`config.mk`:
```
export PLATFORM = sky130hd
export DESIGN_NAME = pipe_hazard_ctrl_flat
export DESIGN_NICKNAME = d
export VERILOG_FILES = /design/src/rtl/pipe_hazard_ctrl_if.sv /design/src/rtl/pipe_hazard_ctrl.sv /design/src/flat_wrapper.sv
export SDC_FILE = /design/constraint.sdc
export NUM_CORES = 1
export LEC_CHECK = 0
export CORE_ASPECT_RATIO = 0.8
export CORE_MARGIN = 5
export CORE_UTILIZATION = 43
export CTS_BUF_LIST = sky130_fd_sc_hd__clkbuf_4
export DETAILED_ROUTE_END_ITERATION = 8
export PLACE_DENSITY_LB_ADDON = 0.05
export SLEW_MARGIN = 20
export SYNTH_ARGS = -nofsm -noshare
export SYNTH_HDL_FRONTEND = slang
export SYNTH_SLANG_ARGS = --single-unit
```
`constraint.sdc`:
```
create_clock -name clk -period 2.55 [get_ports clk]
set_input_delay 0.765 -clock clk [delete_from_list [all_inputs] [get_ports clk]]
set_output_delay 0.765 -clock clk [all_outputs]
set_load 0.1 [all_outputs]
```
`src/rtl/pipe_hazard_ctrl_if.sv`:
```
// Control/status bundle between the pipeline datapath and the hazard controller.
// The master drives the observed pipeline inputs; the slave is the controller.
interface pipe_hazard_ctrl_if;
  logic        enable;
  logic        step;
  logic [31:0] id_instr;
  logic        ex_mem_read;
  logic [4:0]  ex_rt;
  logic        mem_pc_src;
  logic        pipe_en;
  logic        pc_write;
  logic        if_id_write;
  logic        if_id_flush;
  logic        id_ex_flush;
  logic        ex_m_flush;
  logic        halted;
  logic [1:0]  state;
  logic [31:0] cycle_count;
  logic [15:0] stall_count;
  logic [15:0] flush_count;

  modport master (
    output enable, step, id_instr, ex_mem_read, ex_rt, mem_pc_src,
    input  pipe_en, pc_write, if_id_write, if_id_flush, id_ex_flush, ex_m_flush,
    input  halted, state, cycle_count, stall_count, flush_count
  );

  modport slave (
    input  enable, step, id_instr, ex_mem_read, ex_rt, mem_pc_src,
    output pipe_en, pc_write, if_id_write, if_id_flush, id_ex_flush, ex_m_flush,
    output halted, state, cycle_count, stall_count, flush_count
  );
endinterface

```
`src/rtl/pipe_hazard_ctrl.sv`:
```
// 5-stage pipeline sequencing controller: advance gating, load-use stalls, branch flushes,
// run/single-step, halt draining and performance counters.
module pipe_hazard_ctrl #(
  parameter logic [5:0]  HALT_OPCODE  = 6'b111111,
  parameter int unsigned DRAIN_CYCLES = 3
) (
  input logic               clk,
  input logic               rst,
  pipe_hazard_ctrl_if.slave bus
);

  localparam int unsigned DrainW = $clog2(DRAIN_CYCLES + 1);

  typedef enum logic [1:0] {
    StRun    = 2'd0,
    StDrain  = 2'd1,
    StHalted = 2'd2
  } state_e;

  state_e              state_q, state_d;
  logic [DrainW-1:0]   drain_q, drain_d;
  logic                step_q;
  logic [31:0]         cyc_q, cyc_d;
  logic [15:0]         stall_q, stall_d;
  logic [15:0]         flush_q, flush_d;

  logic step_edge, adv, halt_id, lu_haz;
  logic pc_write, if_id_write, if_id_flush, id_ex_flush, ex_m_flush;
  logic unused_instr_bits;

  assign unused_instr_bits = ^bus.id_instr[15:0];

  assign step_edge = bus.step & ~step_q;
  assign adv       = (bus.enable | step_edge) & (state_q != StHalted) & ~rst;
  assign halt_id   = bus.id_instr[31:26] == HALT_OPCODE;
  assign lu_haz    = bus.ex_mem_read & (bus.ex_rt != 5'd0) &
                     ((bus.ex_rt == bus.id_instr[25:21]) | (bus.ex_rt == bus.id_instr[20:16])) &
                     ~halt_id;

  always_comb begin
    pc_write    = 1'b0;
    if_id_write = 1'b0;
    if_id_flush = 1'b0;
    id_ex_flush = 1'b0;
    ex_m_flush  = 1'b0;
    state_d     = state_q;
    drain_d     = drain_q;
    cyc_d       = cyc_q;
    stall_d     = stall_q;
    flush_d     = flush_q;

    if (adv) begin
      cyc_d = cyc_q + 32'd1;
      if (bus.mem_pc_src) begin
        pc_write    = 1'b1;
        if_id_write = 1'b1;
        if_id_flush = 1'b1;
        id_ex_flush = 1'b1;
        ex_m_flush  = 1'b1;
        if (flush_q != 16'hFFFF) flush_d = flush_q + 16'd1;
        // A taken branch means any halt seen behind it was wrong-path.
        if (state_q == StDrain) begin
          state_d = StRun;
          drain_d = '0;
        end
      end else begin
        case (state_q)
          StRun: begin
            if (halt_id) begin
              if_id_write = 1'b1;
              if_id_flush = 1'b1;
              drain_d     = DrainW'(DRAIN_CYCLES);
              state_d     = StDrain;
            end else if (lu_haz) begin
              id_ex_flush = 1'b1;
              if (stall_q != 16'hFFFF) stall_d = stall_q + 16'd1;
            end else begin
              pc_write    = 1'b1;
              if_id_write = 1'b1;
            end
          end
          StDrain: begin
            // IF/ID holds a bubble here, so load-use cannot apply.
            if_id_write = 1'b1;
            if_id_flush = 1'b1;
            drain_d     = drain_q - 1'b1;
            if (drain_q == DrainW'(1)) state_d = StHalted;
          end
          default: ;
        endcase
      end
    end
  end

  always_ff @(posedge clk) begin
    if (rst) begin
      state_q <= StRun;
      drain_q <= '0;
      step_q  <= 1'b0;
      cyc_q   <= '0;
      stall_q <= '0;
      flush_q <= '0;
    end else begin
      state_q <= state_d;
      drain_q <= drain_d;
      step_q  <= bus.step;
      cyc_q   <= cyc_d;
      stall_q <= stall_d;
      flush_q <= flush_d;
    end
  end

  assign bus.pipe_en     = adv;
  assign bus.pc_write    = pc_write;
  assign bus.if_id_write = if_id_write;
  assign bus.if_id_flush = if_id_flush;
  assign bus.id_ex_flush = id_ex_flush;
  assign bus.ex_m_flush  = ex_m_flush;
  assign bus.halted      = (state_q == StHalted) & ~rst;
  assign bus.state       = state_q;
  assign bus.cycle_count = cyc_q;
  assign bus.stall_count = stall_q;
  assign bus.flush_count = flush_q;

endmodule

```
`src/flat_wrapper.sv`:
```
// flat-port wrapper written by rule: the top's interface ports become plain ports
module pipe_hazard_ctrl_flat 
#(
  parameter logic [5:0]  HALT_OPCODE  = 6'b111111,
  parameter int unsigned DRAIN_CYCLES = 3
)
  (clk, rst, bus_enable, bus_step, bus_id_instr, bus_ex_mem_read, bus_ex_rt, bus_mem_pc_src, bus_pipe_en, bus_pc_write, bus_if_id_write, bus_if_id_flush, bus_id_ex_flush, bus_ex_m_flush, bus_halted, bus_state, bus_cycle_count, bus_stall_count, bus_flush_count);
  pipe_hazard_ctrl_if bus_i ();
  input logic clk;
  input logic rst;
  input wire logic [$bits(bus_i.enable)-1:0] bus_enable;
  input wire logic [$bits(bus_i.step)-1:0] bus_step;
  input wire logic [$bits(bus_i.id_instr)-1:0] bus_id_instr;
  input wire logic [$bits(bus_i.ex_mem_read)-1:0] bus_ex_mem_read;
  input wire logic [$bits(bus_i.ex_rt)-1:0] bus_ex_rt;
  input wire logic [$bits(bus_i.mem_pc_src)-1:0] bus_mem_pc_src;
  output wire logic [$bits(bus_i.pipe_en)-1:0] bus_pipe_en;
  output wire logic [$bits(bus_i.pc_write)-1:0] bus_pc_write;
  output wire logic [$bits(bus_i.if_id_write)-1:0] bus_if_id_write;
  output wire logic [$bits(bus_i.if_id_flush)-1:0] bus_if_id_flush;
  output wire logic [$bits(bus_i.id_ex_flush)-1:0] bus_id_ex_flush;
  output wire logic [$bits(bus_i.ex_m_flush)-1:0] bus_ex_m_flush;
  output wire logic [$bits(bus_i.halted)-1:0] bus_halted;
  output wire logic [$bits(bus_i.state)-1:0] bus_state;
  output wire logic [$bits(bus_i.cycle_count)-1:0] bus_cycle_count;
  output wire logic [$bits(bus_i.stall_count)-1:0] bus_stall_count;
  output wire logic [$bits(bus_i.flush_count)-1:0] bus_flush_count;
  assign bus_i.enable = bus_enable;
  assign bus_i.step = bus_step;
  assign bus_i.id_instr = bus_id_instr;
  assign bus_i.ex_mem_read = bus_ex_mem_read;
  assign bus_i.ex_rt = bus_ex_rt;
  assign bus_i.mem_pc_src = bus_mem_pc_src;
  assign bus_pipe_en = bus_i.pipe_en;
  assign bus_pc_write = bus_i.pc_write;
  assign bus_if_id_write = bus_i.if_id_write;
  assign bus_if_id_flush = bus_i.if_id_flush;
  assign bus_id_ex_flush = bus_i.id_ex_flush;
  assign bus_ex_m_flush = bus_i.ex_m_flush;
  assign bus_halted = bus_i.halted;
  assign bus_state = bus_i.state;
  assign bus_cycle_count = bus_i.cycle_count;
  assign bus_stall_count = bus_i.stall_count;
  assign bus_flush_count = bus_i.flush_count;
  pipe_hazard_ctrl #(.HALT_OPCODE(HALT_OPCODE), .DRAIN_CYCLES(DRAIN_CYCLES)) u_core (.clk(clk), .rst(rst), .bus(bus_i));
endmodule
```
==> results_dict.tcl, run 1 <==
set metrics [dict create \
    syn_area_um2 3540 \
    crit_family "simple AND/OR/NAND/NOR gates" \
    dieHeight_um 91.15 \
    violations "setup timing" \
    placed_cells 633 \
    ys_seq_area_share_pct 39.02 \
    rsz0062_at_grt "yes" \
    grt_max_degree 41 \
    worstPathArrival_ps 2110 \
    place.gp.congestion 0.7999 \
    power.leakage_nw 2.043 \
    dr.first_iter.drc_count 119 \
    finalSetupViolCount 4 \
    num_rows 29 \
    worst_ep_required_time_ps 1790 \
    totalPowerFinal_mw 2.277 \
    yosys_warnings 0 \
    slew-limit-headroom_pct 63.40 \
    clk_transition_reported_paths_ps 110 \
    finalWorstSetupSlack_ps -326.8 \
    path_cells "buf_6 -> or4_4 -> o21ai_4 -> nor2b_4 -> o211ai_1 -> buf_12" \
    fin_area_um2 5077 \
    gr-usage-all-layers_pct 18.13 \
    diodes 0 \
    num_vias 3318 \
    synth_cell_types 61 \
    fin_cells 656 \
    fin_worst_skew_ps 16.63 \
    cts_root_buffer "clkbuf_4" \
    hold_viol 0 \
    slew_violations 0 \
    hpwl_mm 6.779 \
    fill_cells 727 \
    clock_insertion_delay_worst_skew_ps 430 \
    ios 116 \
    dp_slack_ps -719.0 \
    critPathMaxStageDelay_ps 530 \
    grt_pass1_vias 3161 \
    status "complete, but fails checks" \
    cts_tree "built" \
    p_per_area_nw_per_um2 448.6 \
    wl_mm 9.037 \
    area_growth_pct 43.44 \
    antenna_found_initial 1 \
    routed_via_density 5.058 \
    hold_class "reg -> reg" \
    numCtsBuffers 9 \
    worst-path-max-fanout 2 \
    timing.final.crit_period_ps 2877 \
    synth_seq_cells 69 \
    ir_worst_vdd_v 0.0003301 \
    htree_levels 3 \
    syn_inst 404 \
    antenna_left 0 \
    multiInputGateArea_um2 2136 \
    die_area_um2 10160 \
    cp-start-kind "input pin" \
    end_kind "output pin" \
    max_freq_ghz 0.3476 \
    holdWs_ps 474.6 \
    worst_pin_slew_ps 544.5 \
    core_area_um2 7983 \
    finalCritPeriodShare_pct 112.8 \
    firstDrtPassIters 4 \
    postCtsHoldBufs 0 \
    start_util_pct 44.34 \
    clock-sinks 69 \
    placed_cell_area_um2 4843 \
    crit_buf_inv 2 \
    critPathKind "in -> out" \
    syn_nets 451 \
    drv_cap 0 \
    drcViolationCount 0 \
    die-width_um 111.4 \
    portBuffers 99 \
    grt_pass1_wl_mm 15.36 \
    fin_nets 590 \
    drive_gt1_share_pct 33.94 \
    wl_per_cell_um 13.78 \
    synth.avg_cell_area_um2 8.761 \
    seq_area_um2 1396 \
    cts.path.max_buffers 2 \
    crit_slowest_cell "or4_4" \
    grt_overflow_total 0 \
]
## cell usage after synthesis (all sizes together)
master    n  area [µm²]
nor2     72       272.8
dfxtp    69        1381
nand2    36       137.6
xor2     31       271.5
xnor2    29       254.0
nand3    24       125.1
nand4    22       143.9
a21oi    11       58.81
inv      11       41.29
clkbuf   10       68.81
o21ai    10       53.80
nor3      9       61.31
and4      6       53.80
or4       6       48.80
and2      5       32.53
nor2b     5       31.28
or3       5       36.28
ha        4       50.05
buf       3       27.52
mux2i     3       30.03
nand3b    3       26.27
nor4      3       40.04
o2111ai   3       32.53
o211ai    3       22.52
o31ai     3       22.52
a2111oi   2       55.05
and3      2       12.51
o2111a    2       31.28
o21bai    2       15.01
o22ai     2       26.28
a211oi    1       12.51
a31oi     1       6.260
a32oi     1       8.760
mux2      1       11.26
nand2b    1       6.260
o211a     1       10.01
o41ai     1       8.760
or2b      1       11.26
## cell type report
| type | instances | share of cell area (%) |
|---|---|---|
| Multi-Input combinational cell | 311 | 42.07 |
| Sequential cell | 69 | 27.50 |
| Timing Repair Buffer | 141 | 23.61 |
| Tap cell | 108 | 2.661 |
| Clock inverter | 7 | 1.947 |
| Clock buffer | 9 | 1.331 |
| Inverter | 11 | 0.8871 |
## kinds of logic (layout without fill, tap and decap cells)
group                    count (synthesis)  after routing  synth area share (%)
AND/OR/NAND/NOR                        200            200                 29.37
flip-flops                              69             69                 39.02
XOR/XNOR                                60             60                 14.85
AO/OA/AOI/OAI                           43             43                 10.29
buffers and inverters                   24            168                 3.888
adder cells (fa/ha/maj)                  4              4                 1.414
multiplexers                             4              4                 1.167
## final timing paths
path	start	endpoint	slack (ps)	cells after the start
worst min register to register	u_core.bus.cycle_count[0]$_SDFFE_PP0P_	u_core.bus.cycle_count[0]$_SDFFE_PP0P_	470	1
worst max register to register	u_core.bus.stall_count[0]$_SDFFE_PP0P_	u_core.bus.stall_count[13]$_SDFFE_PP0P_	490	7
worst max-delay path	bus_ex_rt[2]	bus_if_id_write	-330	6
worst min-delay path	u_core.bus.cycle_count[0]$_SDFFE_PP0P_	u_core.bus.cycle_count[0]$_SDFFE_PP0P_	470	1
## worst register-to-register path: stages (launching register included)
cell     delay, ps
dfxtp_2        380
ha_1           270
nand3_1        100
nor2_1          80
a21oi_1        240
nand3_2        220
nor3_1         300
mux2_1         360
## what timing repair did
item,CTS,global route
resized for setup,56,1
pin swaps,23,7
setup endpoints to repair,7,5
endpoints found under the hold margin,0,0
setup buffers,7,0
## per-layer routing
metal | wire length [µm] | vias to the layer above | GRT usage [%]
li1 | - | 1687 | -
met1 | 4172 | 1545 | 24.15
met2 | 4220 | 73 | 28.36
met3 | 534 | 11 | 5.515
met4 | 91 | 2 | 5.572
met5 | 18 | - | 0
## where the power goes
part	switching, mW	total (mW)	internal, mW
Sequential	0.0111	1.10	1.09
Clock	0.423	0.825	0.402
Combinational	0.218	0.352	0.135
## sequential cells by signal (all words and copies together), names as in the netlist
register and cells:
u_core.drain_q 2, u_core.step_q 1, u_core.bus.cycle_count 32, u_core.bus.flush_count 16
u_core.bus.stall_count 16, u_core.bus.state 2
## per-stage QoR
stage               TNS [ps]  utilization (%)
detailed placement    -11990            60.67
global route           -1171            63.61
finish                -971.3            63.61
floorplan              -3024                -
CTS                    -1067            63.53
global placement      -11240            60.67
## layout by cell type (no fill, tap or decap), types with 8 or more instances in the layout
master and instances:
nand4_1 21, nand2_1 32, clkbuf_4 9, buf_4 103, xor2_1 31, dfxtp_2 12, dfxtp_1 57, nand3_1 23
xnor2_1 29, dlygate4sd2_1 19, nor2_1 70, inv_1 9, a21oi_1 10, buf_12 8
(Power assumes the default switching activity.)
==> run 2: changes to the inputs <==
--- a/config.mk
+++ b/config.mk
@@ -10,6 +10,7 @@
 export CORE_UTILIZATION = 43
 export CTS_BUF_LIST = sky130_fd_sc_hd__clkbuf_4
 export DETAILED_ROUTE_END_ITERATION = 8
+export MAX_ROUTING_LAYER = met4
 export PLACE_DENSITY_LB_ADDON = 0.05
 export SLEW_MARGIN = 20
 export SYNTH_ARGS = -nofsm -noshare
==> run 2 against run 1 <==
Compared with the run above:
- the run still ends with setup timing left
- count of clock-buffer cells in the layout did not move
- sequential power about the same
- combinational power about the same
- core utilization about the same
- clock skew decreased by 1.0 ps
- power hardly changed
- critical endpoint unchanged
- largest cell class unchanged
==> results_dict.tcl, run 2 (synthesis gave the netlist of run 1 again) <==
set metrics [dict create \
    min_delay_path_depth 1 \
    fin_worst_skew_ps 15.62 \
    die_area_um2 10160 \
    area_growth_pct 43.51 \
    final_core_util_pct 63.64 \
    p_per_area_nw_per_um2 448.2 \
    min_to "u_core.bus.cycle_count[0]$_SDFFE_PP0P_" \
    die-width_um 111.4 \
    p_comb_share_pct 15.5 \
    worstPathArrival_ps 2110 \
    worst_ep_required_time_ps 1790 \
    grt_pass1_wl_mm 15.38 \
    final_cell_mix "103 x buf_4, 70 x nor2_1, 57 x dfxtp_1" \
    r2r_end "u_core.bus.cycle_count[31]$_SDFFE_PP0P_" \
    firstDrtPassIters 5 \
    totalPowerFinal_mw 2.277 \
    timing.final.crit_period_ps 2877 \
    start_util_pct 44.34 \
    drv_cap 0 \
    fin_setup_tns_ps -970.9 \
    cts_tree "built" \
    fin_nets 590 \
    r2r_start "u_core.bus.cycle_count[11]$_SDFFE_PP0P_" \
    final_common_cell "buf_4" \
    finalCritPeriodShare_pct 112.8 \
    grt_pass1_vias 3157 \
    gr-usage-all-layers_pct 18.75 \
    crit_slowest_cell "or4_4" \
    dieHeight_um 91.15 \
    core_area_um2 7983 \
    grt_max_degree 41 \
    cp-start-kind "input pin" \
    cts.path.max_buffers 2 \
    ir_worst_vdd_v 0.0003300 \
    num_vias 3299 \
    slew-limit-headroom_pct 63.40 \
    hold_viol 0 \
    worst-path-max-fanout 2 \
    clk_transition_reported_paths_ps 110 \
    p_sw_mw 0.6517 \
    crit_buf_inv 2 \
    drive_gt1_share_pct 33.94 \
    num_rows 29 \
    htree_levels 3 \
    power.leakage_nw 2.043 \
    wl_per_cell_um 13.73 \
    hold_class "reg -> reg" \
    hpwl_mm 6.779 \
    violations "setup timing" \
    postCtsHoldBufs 0 \
    finalWorstSetupSlack_ps -326.8 \
    hp-start "u_core.bus.cycle_count[0]$_SDFFE_PP0P_" \
    worst_pin_slew_ps 544.5 \
    grt_overflow_total 0 \
    crit_family "simple AND/OR/NAND/NOR gates" \
    finalSetupViolCount 4 \
    clock-sinks 69 \
    clkPwrFrac_pct 36.2 \
    reg2regPathDepth 6 \
    ios 116 \
    end_kind "output pin" \
    status "complete, but fails checks" \
    drcViolationCount 0 \
    critPathMaxStageDelay_ps 530 \
    largest_reg_flops 32 \
    rsz0062_at_grt "yes" \
    clock_insertion_delay_worst_skew_ps 430 \
    dp_slack_ps -719.0 \
    seqPwrFrac_pct 48.3 \
    path_cells "buf_6 -> or4_4 -> o21ai_4 -> nor2b_4 -> o211ai_1 -> buf_12" \
    max_freq_ghz 0.3476 \
    p_int_mw 1.625 \
    antenna_found_initial 1 \
    r2r_slack_ps 500 \
    wl_mm 9.020 \
    critPathKind "in -> out" \
    cts_root_buffer "clkbuf_4" \
    p_sw_share_pct 28.62 \
    place.gp.congestion 0.8114 \
    portBuffers 99 \
    dr.first_iter.drc_count 136 \
    slew_violations 0 \
    antenna_left 0 \
    routed_via_density 5.021 \
    numCtsBuffers 9 \
]
[run 2: power groups by stage]
| stage | Sequential [mW] | Clock, mW | Combinational, mW |
|---|---|---|---|
| global placement | 1.12 | 0 | 0.347 |
| detailed placement | 1.12 | 0 | 0.349 |
| global route | 1.10 | 0.918 | 0.373 |
| finish | 1.10 | 0.825 | 0.352 |
| floorplan | 1.19 | 0 | 0.153 |
| CTS | 1.10 | 0.858 | 0.354 |
[run 2: worst max-delay path by stage]
stage                       from  slack [ps]  depth (start not counted)               to
floorplan           bus_ex_rt[0]       -1290                          4  bus_if_id_write
global placement    bus_ex_rt[0]        -700                          6  bus_if_id_write
detailed placement  bus_ex_rt[0]        -720                          6  bus_if_id_write
CTS                 bus_ex_rt[2]        -340                          6  bus_if_id_write
global route        bus_ex_rt[2]        -380                          6  bus_if_id_write
finish              bus_ex_rt[2]        -330                          6  bus_if_id_write
[run 2: per-layer routing]
| metal | share of wire [%] | vias to the layer above | GRT usage [%] | routed length (µm) |
|---|---|---|---|---|
| li1 | - | 1691 | - | - |
| met1 | 46 | 1531 | 24.35 | 4164 |
| met5 | 0 | - | - | 0 |
| met4 | 0.90 | 0 | 5.572 | 81 |
| met2 | 47 | 69 | 28.41 | 4230 |
| met3 | 6.0 | 8 | 5.449 | 544 |
[run 2: layout make-up]
cell class	instances	area, µm²
multi-input cells	311	2136
clock buffers	9	67.56
inverters	11	45.04
well taps	108	135.1
diodes	1	2.502
flip-flops and latches	69	1396
repair buffers	141	1199
clock inverters	7	98.84
fillers	728	2903
[run 2: what timing repair did]
item	CTS	global route
resized for setup	56	1
buffers inserted	7	0
endpoints found under the setup margin	7	5
pin swaps	23	7
[run 2: worst register-to-register path, cell delays in order (launching register included)]
cell      delay [ps]
dfxtp_1          430
nand4_2          190
nor4_2           570
nand3b_2         250
nor4_4           280
xnor2_1          140
nor2_1            50
[run 2: per-stage QoR]
stage | area (µm²) | instances | hold WS (ps)
floorplan | 3649 | 404 | 497.0
global placement | 4843 | 633 | 453.6
detailed placement | 4843 | 633 | 462.7
CTS | 5071 | 656 | 479.9
global route | 5080 | 657 | 504.2
finish | 5080 | 657 | 473.9
==> run 3: changes to the inputs <==
--- a/config.mk
+++ b/config.mk
@@ -5,11 +5,13 @@
 export SDC_FILE = /design/constraint.sdc
 export NUM_CORES = 1
 export LEC_CHECK = 0
+export ABC_AREA = 1
 export CORE_ASPECT_RATIO = 0.8
 export CORE_MARGIN = 5
-export CORE_UTILIZATION = 43
+export CORE_UTILIZATION = 46
 export CTS_BUF_LIST = sky130_fd_sc_hd__clkbuf_4
 export DETAILED_ROUTE_END_ITERATION = 8
+export GPL_TIMING_DRIVEN = 0
 export MAX_ROUTING_LAYER = met4
 export PLACE_DENSITY_LB_ADDON = 0.05
 export SLEW_MARGIN = 20
==> run 3 against run 2 <==
Compared with the run above:
- the flow still finishes with violations (setup timing)
- sequential share of layout area is 4.2 points lower
- final area grew 17%
- die area is 12% higher
- largest power group unchanged
- core utilization increased by 1.7 points
- setup slack better by 170 ps
- register-to-register slack got worse by 480 ps
- non-clock buffer count increased by 4
- via count grew 47%
- clock power fell by 12%
- synthesized area up 21%
- critical path depth is 6 higher
- first-iteration DRC count grew to 2.6 times the previous value
- highest routed layer unchanged
- largest cell class unchanged
==> results_dict.tcl, run 3 <==
set metrics [dict create \
    placed_cells 905 \
    timing.final.crit_period_ps 2709 \
    finalCritPeriodShare_pct 106.2 \
    gr-usage-all-layers_pct 23.05 \
    place.gp.congestion 0.9072 \
    p_comb_share_pct 22.6 \
    reg2regPathDepth 20 \
    htree_levels 3 \
    synth.avg_cell_area_um2 6.187 \
    syn_area_um2 4282 \
    wl_mm 12.82 \
    fin_nets 881 \
    yosysTopAreaCell "dfxtp_1" \
    largest_reg_flops 32 \
    num_vias 4851 \
    async_flop_share_pct 0 \
    dieHeight_um 96.29 \
    diodes 0 \
    routed_via_density 5.090 \
    p_per_area_nw_per_um2 399.0 \
    clkPwrFrac_pct 30.6 \
    synthFlopType "dfxtp_1" \
    r2r_start "u_core.step_q$_SDFF_PP0_" \
    antenna_found_initial 0 \
    wl_per_cell_um 13.46 \
    die-width_um 117.9 \
    p_sw_mw 0.7459 \
    synth_cell_types 40 \
    ys_seq_area_share_pct 32.26 \
    worst_ep_required_time_ps 1790 \
    hold_class "reg -> reg" \
    drive_gt1_share_pct 20.53 \
    syn_nets 739 \
    totalPowerFinal_mw 2.368 \
    clk_transition_reported_paths_ps 110 \
    multiInputGateArea_um2 2629 \
    final_core_util_pct 65.38 \
    slew-limit-headroom_pct 33.22 \
    synth_seq_cells 69 \
    start_util_pct 47.17 \
    p_int_mw 1.622 \
    finalSetupViolCount 8 \
    power.leakage_nw 2.511 \
    critPathKind "in -> out" \
    grt_max_degree 11 \
    synth_top_area_share_pct 32.26 \
    cp-start-kind "input pin" \
    syn_inst 692 \
    drcViolationCount 0 \
    hold_viol 0 \
    r2r_slack_ps 20 \
    area_growth_pct 38.60 \
    final_cell_mix "205 x nand2_1, 103 x nor2_1, 78 x inv_1" \
    p_sw_share_pct 31.50 \
    status "complete, but fails checks" \
    synth.area.top_cells "dfxtp_1 32%, nand2_1 19%, nor2_1 9.4%, inv_1 7.5%, nand3_1 3.7%" \
    core_area_um2 9076 \
    fin_cells 953 \
    antenna_left 0 \
    end_kind "output pin" \
    cts.path.max_buffers 2 \
    dr.first_iter.drc_count 352 \
    fin_worst_skew_ps 9.739 \
    postCtsHoldBufs 0 \
    grt_overflow_total 0 \
    final_common_cell "nand2_1" \
    r2r_end "u_core.bus.cycle_count[11]$_SDFFE_PP0P_" \
    synth_edf_count 0 \
    clock-sinks 69 \
    violations "setup timing" \
    fin_setup_tns_ps -509.6 \
    finalWorstSetupSlack_ps -159.3 \
    seq_area_um2 1384 \
    grt_pass1_wl_mm 20.84 \
    seqPwrFrac_pct 46.8 \
    hp-start "u_core.bus.cycle_count[31]$_SDFFE_PP0P_" \
    cts_tree "built" \
    num_rows 31 \
    numCtsBuffers 9 \
    slew_violations 0 \
    synth.most_common_cell "nand2_1" \
    cts_root_buffer "clkbuf_4" \
    worst_pin_slew_ps 1006 \
    synth_common_cells "215 x nand2_1, 107 x nor2_1, 86 x inv_1" \
    min_to "u_core.bus.cycle_count[31]$_SDFFE_PP0P_" \
    yosys_warnings 0 \
    ir_worst_vdd_v 0.0003917 \
    portBuffers 98 \
    worstPathArrival_ps 1940 \
    die_area_um2 11350 \
    grt_pass1_vias 4446 \
    firstDrtPassIters 5 \
    max_freq_ghz 0.3691 \
    min_delay_path_depth 2 \
    fill_cells 815 \
    rsz0062_at_grt "yes" \
    hpwl_mm 9.155 \
    clock_insertion_delay_worst_skew_ps 430 \
    drv_cap 0 \
    ios 116 \
    worst-path-max-fanout 4 \
]
-- run 3: cell count changes after synthesis, moves of 7 or more --
cell / before / now
a21oi_1: 10 / 31
inv_1: 10 / 86
nand2_1: 35 / 215
nand3_1: 23 / 32
nand4_1: 21 / 14
nor2_1: 71 / 107
nor3_1: 7 / 27
o21ai_0: 8 / 25
xnor2_1: 29 / 7
xor2_1: 31 / 8
-- run 3: through the flow --
step	area [µm²]	hold WS, ps	setup WS [ps]
2_1_floorplan	4324	504.5	-1170
3_3_place_gp	5449	473.4	-1670
3_5_place_dp	5449	485.2	-1746
4_1_cts	5833	502.1	-124.7
5_1_grt	5934	519.2	-202.4
6_report	5934	502.2	-159.3
-- run 3: logic make-up (layout without fill, tap and decap cells) --
group                      count (synthesis)  after routing  synth area share (%)
and+or+nand+nor                          429            429                 44.36
xor gates and xnor gates                  15             15                 3.068
AOI/OAI and AO/OA                         70             70                 9.176
DFF                                       69             69                 32.26
adders and majority gates                  4              4                 1.169
buffers and inverters                    105            251                 9.964
-- run 3: worst max path at each step --
stage	startpoint	slack (ps)	cells past startpoint	to
4_1_cts	rst	-120	12	bus_id_ex_flush
5_1_grt	rst	-200	12	bus_id_ex_flush
6_report	rst	-160	12	bus_id_ex_flush
2_1_floorplan	rst	-1170	8	bus_if_id_write
3_5_place_dp	bus_ex_rt[3]	-1750	12	bus_id_ex_flush
3_3_place_gp	bus_ex_rt[2]	-1670	12	bus_id_ex_flush
-- run 3: final cells by class --
type,instances,area share [%]
clock inverter,2,0.5903
timing repair buffer,131,19.54
clock buffer,13,1.645
buffer,14,1.961
multi-input combinational,518,44.30
sequential,69,23.32
tap,115,2.425
inverter,91,6.220
-- run 3: power by group through the flow --
| stage | sequential [mW] | combinational [mW] | clock (mW) |
|---|---|---|---|
| after floorplan | 1.22 | 0.221 | 0 |
| after detailed placement | 1.13 | 0.431 | 0 |
| after CTS | 1.11 | 0.503 | 0.742 |
| final | 1.11 | 0.535 | 0.724 |
| after global placement | 1.13 | 0.425 | 0 |
| after global routing | 1.11 | 0.565 | 0.788 |
-- run 3: repair_timing --
| action | 4_1_cts | 5_1_grt |
|---|---|---|
| resized for setup | 269 | 66 |
| pin swaps | 32 | 11 |
| buffers inserted | 26 | 8 |
| setup endpoints to repair | 73 | 47 |
-- run 3: worst max-delay path: stages --
cell,delay (ps)
buf_12,120
clkinv_8,40
nand3_4,70
o21ai_4,80
nand2_4,100
buf_12,140
nor2_4,130
inv_2,70
nor2_4,100
nand2_2,80
nand2_4,80
buf_12,170
-- run 3: routing by layer --
metal	track usage [%]	up-vias	routed length [µm]
met1	28.43	2181	5747
met3	5.464	27	848
met5	-	-	0
met2	37.76	178	5959
li1	-	2465	-
met4	7.450	0	267
==> RTL edit: new RTL, flow settings as in run 2 <==
Make the reset (`rst`) asynchronous in one clocked block.
--- a/src/rtl/pipe_hazard_ctrl.sv
+++ b/src/rtl/pipe_hazard_ctrl.sv
@@ -92,7 +92,7 @@
     end
   end
 
-  always_ff @(posedge clk) begin
+  always_ff @(posedge clk or posedge rst) begin
     if (rst) begin
       state_q <= StRun;
       drain_q <= '0;
Function: differs if rst is asserted again (counterexample within 4 cycles, from zero or initial values and one cycle with rst high); with rst held inactive, the same outputs for 4 cycles.
==> RTL edit against run 2 <==
The run still ends with setup timing left. Fmax down 0.91%. Area after synthesis down 6.5%. Final cell count decreased by 13%. Sequential cell count stayed put. Synthesized cell count shrank 23%. Critical path depth unchanged. Die area shrank 5.8%. Final area rose by 0.76%. Wire length down 8.0%. Sequential share of layout area up 6.3 points. Worst setup slack got worse by 0.026 ns. Critical path type unchanged. Critical endpoint is now bus_pc_write. Largest cell class unchanged.
Power is not compared: it rests on default switching activity, and its combinational part moved more than twofold at a synthesized area within 25%.
==> RTL edit: results (changes against run 2) <==
- The flow ran to the end, but the final reports show violations.
- The checks that failed: setup timing.
- The worst hold path terminates at u_core.bus.cycle_count[31]$_DFFE_PP0P_.
- The synthesized-area fraction occupied by adder cells came to 0.0151 (+0.000978).
- By area the synthesized netlist is led by dfrtp_1 52%, xnor2_1 12%, xor2_1 6.3%, nand4_1 3.8%, nand3_1 3.3%.
- The via count of the first global-routing pass is 2851 (-9.7%).
- The count of TritonRoute iterations in the first routing pass is 4 (-1).
- The routed metal-1 wirelength was 3810 um (-8.5%).
- The multiplexer fraction of the synthesized cell area was 0.0102 (-0.00146).
- The share of final-layout standard cells stronger than drive strength 1 is 0.422 (+0.0828).
- The worst reg2reg path depth was 8 (+2).
- The final setup violation count is 3 (-1).
- The net count of the mapped netlist is 359 (-20%).
- The instance area at placement was 0.00476 mm2 (-1.7%).
- The first-pass GRT wire length is 13800 um (-10%).
- The met3 wirelength from detailed routing came to 552 um (+1.5%).
- The share of synthesized flip-flops with an asynchronous set or reset is 1.00 (+1.00).
- The launching point of the worst reg2reg path is u_core.bus.state[0]$_DFFE_PP0P_.
- The post-synthesis share of cell area spent on xor and xnor gates came to 0.188 (+0.0394).
- After synthesis, the most frequently instantiated cells are 69 x dfrtp_1, 47 x xnor2_1, 28 x nand2_1.
- The summed negative setup slack over all endpoints is -0.969 ns (+0.00199 ns).
- The share of the yosys chip area belonging to registers came to 0.522 (+0.131).
- Among all flip-flop cells after synthesis, the most frequent one is dfrtp_1.
- The total vias in the final route is 2837 (-14%).
- The final setup skew is 0.0169 ns (+0.00126 ns).
- The slew at the pin closest to its max-slew limit was 0.575 ns (+0.0306 ns).
- The pin count of the biggest net entering global routing is 46 (+12%).
- The worst flop-to-flop path endpoint is u_core.bus.stall_count[1]$_DFFE_PP0P_.
- The placed wire-length estimate after detailed placement is 6130 um (-9.6%).
- The filler cell count in the final layout came to 605 (-17%).
- The startpoint identified for the worst hold timing path is u_core.bus.cycle_count[31]$_DFFE_PP0P_.
- The amount of wire on met2 after detailed routing is 3850 um (-9.0%).
- The initial antenna violation count came to 0 (-1).
- The number of nets in the final layout is 511 (-13%).
- The overall routing resource usage came to 0.190 (+0.00289).
- The total detailed-routing wirelength is 8300 um (-8.0%).
- The count of unique library cells instantiated by Yosys is 36 (-41%).
- The worst-path maximum fanout was 3 (+1).
- The final worst-path setup slack is -0.353 ns (-0.0265 ns).
## RTL edit: changes by cell type after synthesis, moves of 4 or more
cell / change
dfrtp_1: +69
or4_1: -4
nand2_1: -7
nor2_1: -49
xnor2_1: +18
dfxtp_1: -69
xor2_1: -7
a21oi_1: -6
and3_1: +12
## RTL edit: worst max path at each step
stage                     slack [ns]         start              end  cells past startpoint
after detailed placement       -0.88  bus_ex_rt[3]  bus_if_id_write                      7
final                          -0.35  bus_ex_rt[2]     bus_pc_write                      6
after floorplan                -0.89           rst   bus_ex_m_flush                      3
after global placement         -0.79  bus_ex_rt[3]  bus_id_ex_flush                      7
after global routing           -0.39  bus_ex_rt[2]     bus_pc_write                      6
after CTS                      -0.36  bus_ex_rt[2]     bus_pc_write                      6
## RTL edit: cell families after synthesis
group | after synthesis
AOI/OAI and AO/OA | 19
xor gates and xnor gates | 71
adders and majority gates | 4
buffers and inverters | 14
DFF | 69
muxes | 3
and+or+nand+nor | 132
## RTL edit: power groups by stage
stage                     clock, W  combinational, W  sequential [W]
after global placement           0           0.00102         0.00130
final                     0.000806           0.00104         0.00129
after CTS                 0.000835           0.00104         0.00129
after global routing      0.000880           0.00109         0.00130
after floorplan                  0          0.000217         0.00182
after detailed placement         0           0.00103         0.00130
## RTL edit: per-layer routing
| layer | up-vias | global-route usage |
|---|---|---|
| met5 | - | - |
| met4 | 0 | 0.0516 |
| met3 | 10 | 0.0605 |
| met2 | 88 | 0.290 |
| met1 | 1348 | 0.248 |
| li1 | 1391 | - |
## RTL edit: final cells by class
type | count | area, um2 | share of cell area
Tap cell | 105 | 131 | 0.0257
Sequential cell | 69 | 1730 | 0.338
Timing Repair Buffer | 147 | 1270 | 0.249
Clock inverter | 6 | 86.3 | 0.0169
Clock buffer | 10 | 75.1 | 0.0147
Multi-Input combinational cell | 229 | 1790 | 0.350
Inverter | 8 | 33.8 | 0.00660
## RTL edit: repair_timing
item / 4_1_cts / 5_1_grt
pin swaps: 22 / 7
setup endpoints to repair: 6 / 5
resized for setup: 74 / 17
buffers inserted: 10 / 5
cloned: 0 / 0
hold buffers: 0 / 0
## RTL edit: through the flow
step           setup WS (ns)   util  hold WS, ns  std cells  total power (W)
2_1_floorplan         -0.887      -        0.449        312          0.00204
6_report              -0.353  0.686        0.479        574          0.00313
3_3_place_gp          -0.786  0.638        0.458        544          0.00232
3_5_place_dp          -0.880  0.638        0.463        544          0.00233
4_1_cts               -0.359  0.680        0.480        569          0.00316
5_1_grt               -0.387  0.686        0.498        574          0.00327
## RTL edit: worst register-to-register path: cells and delay by family (launching register included)
family	cells	cell delay (ns)
mux	1	0.33
simple gates	1	0.16
flops	1	0.50
compound gates	2	0.55
buf+inv	4	0.56
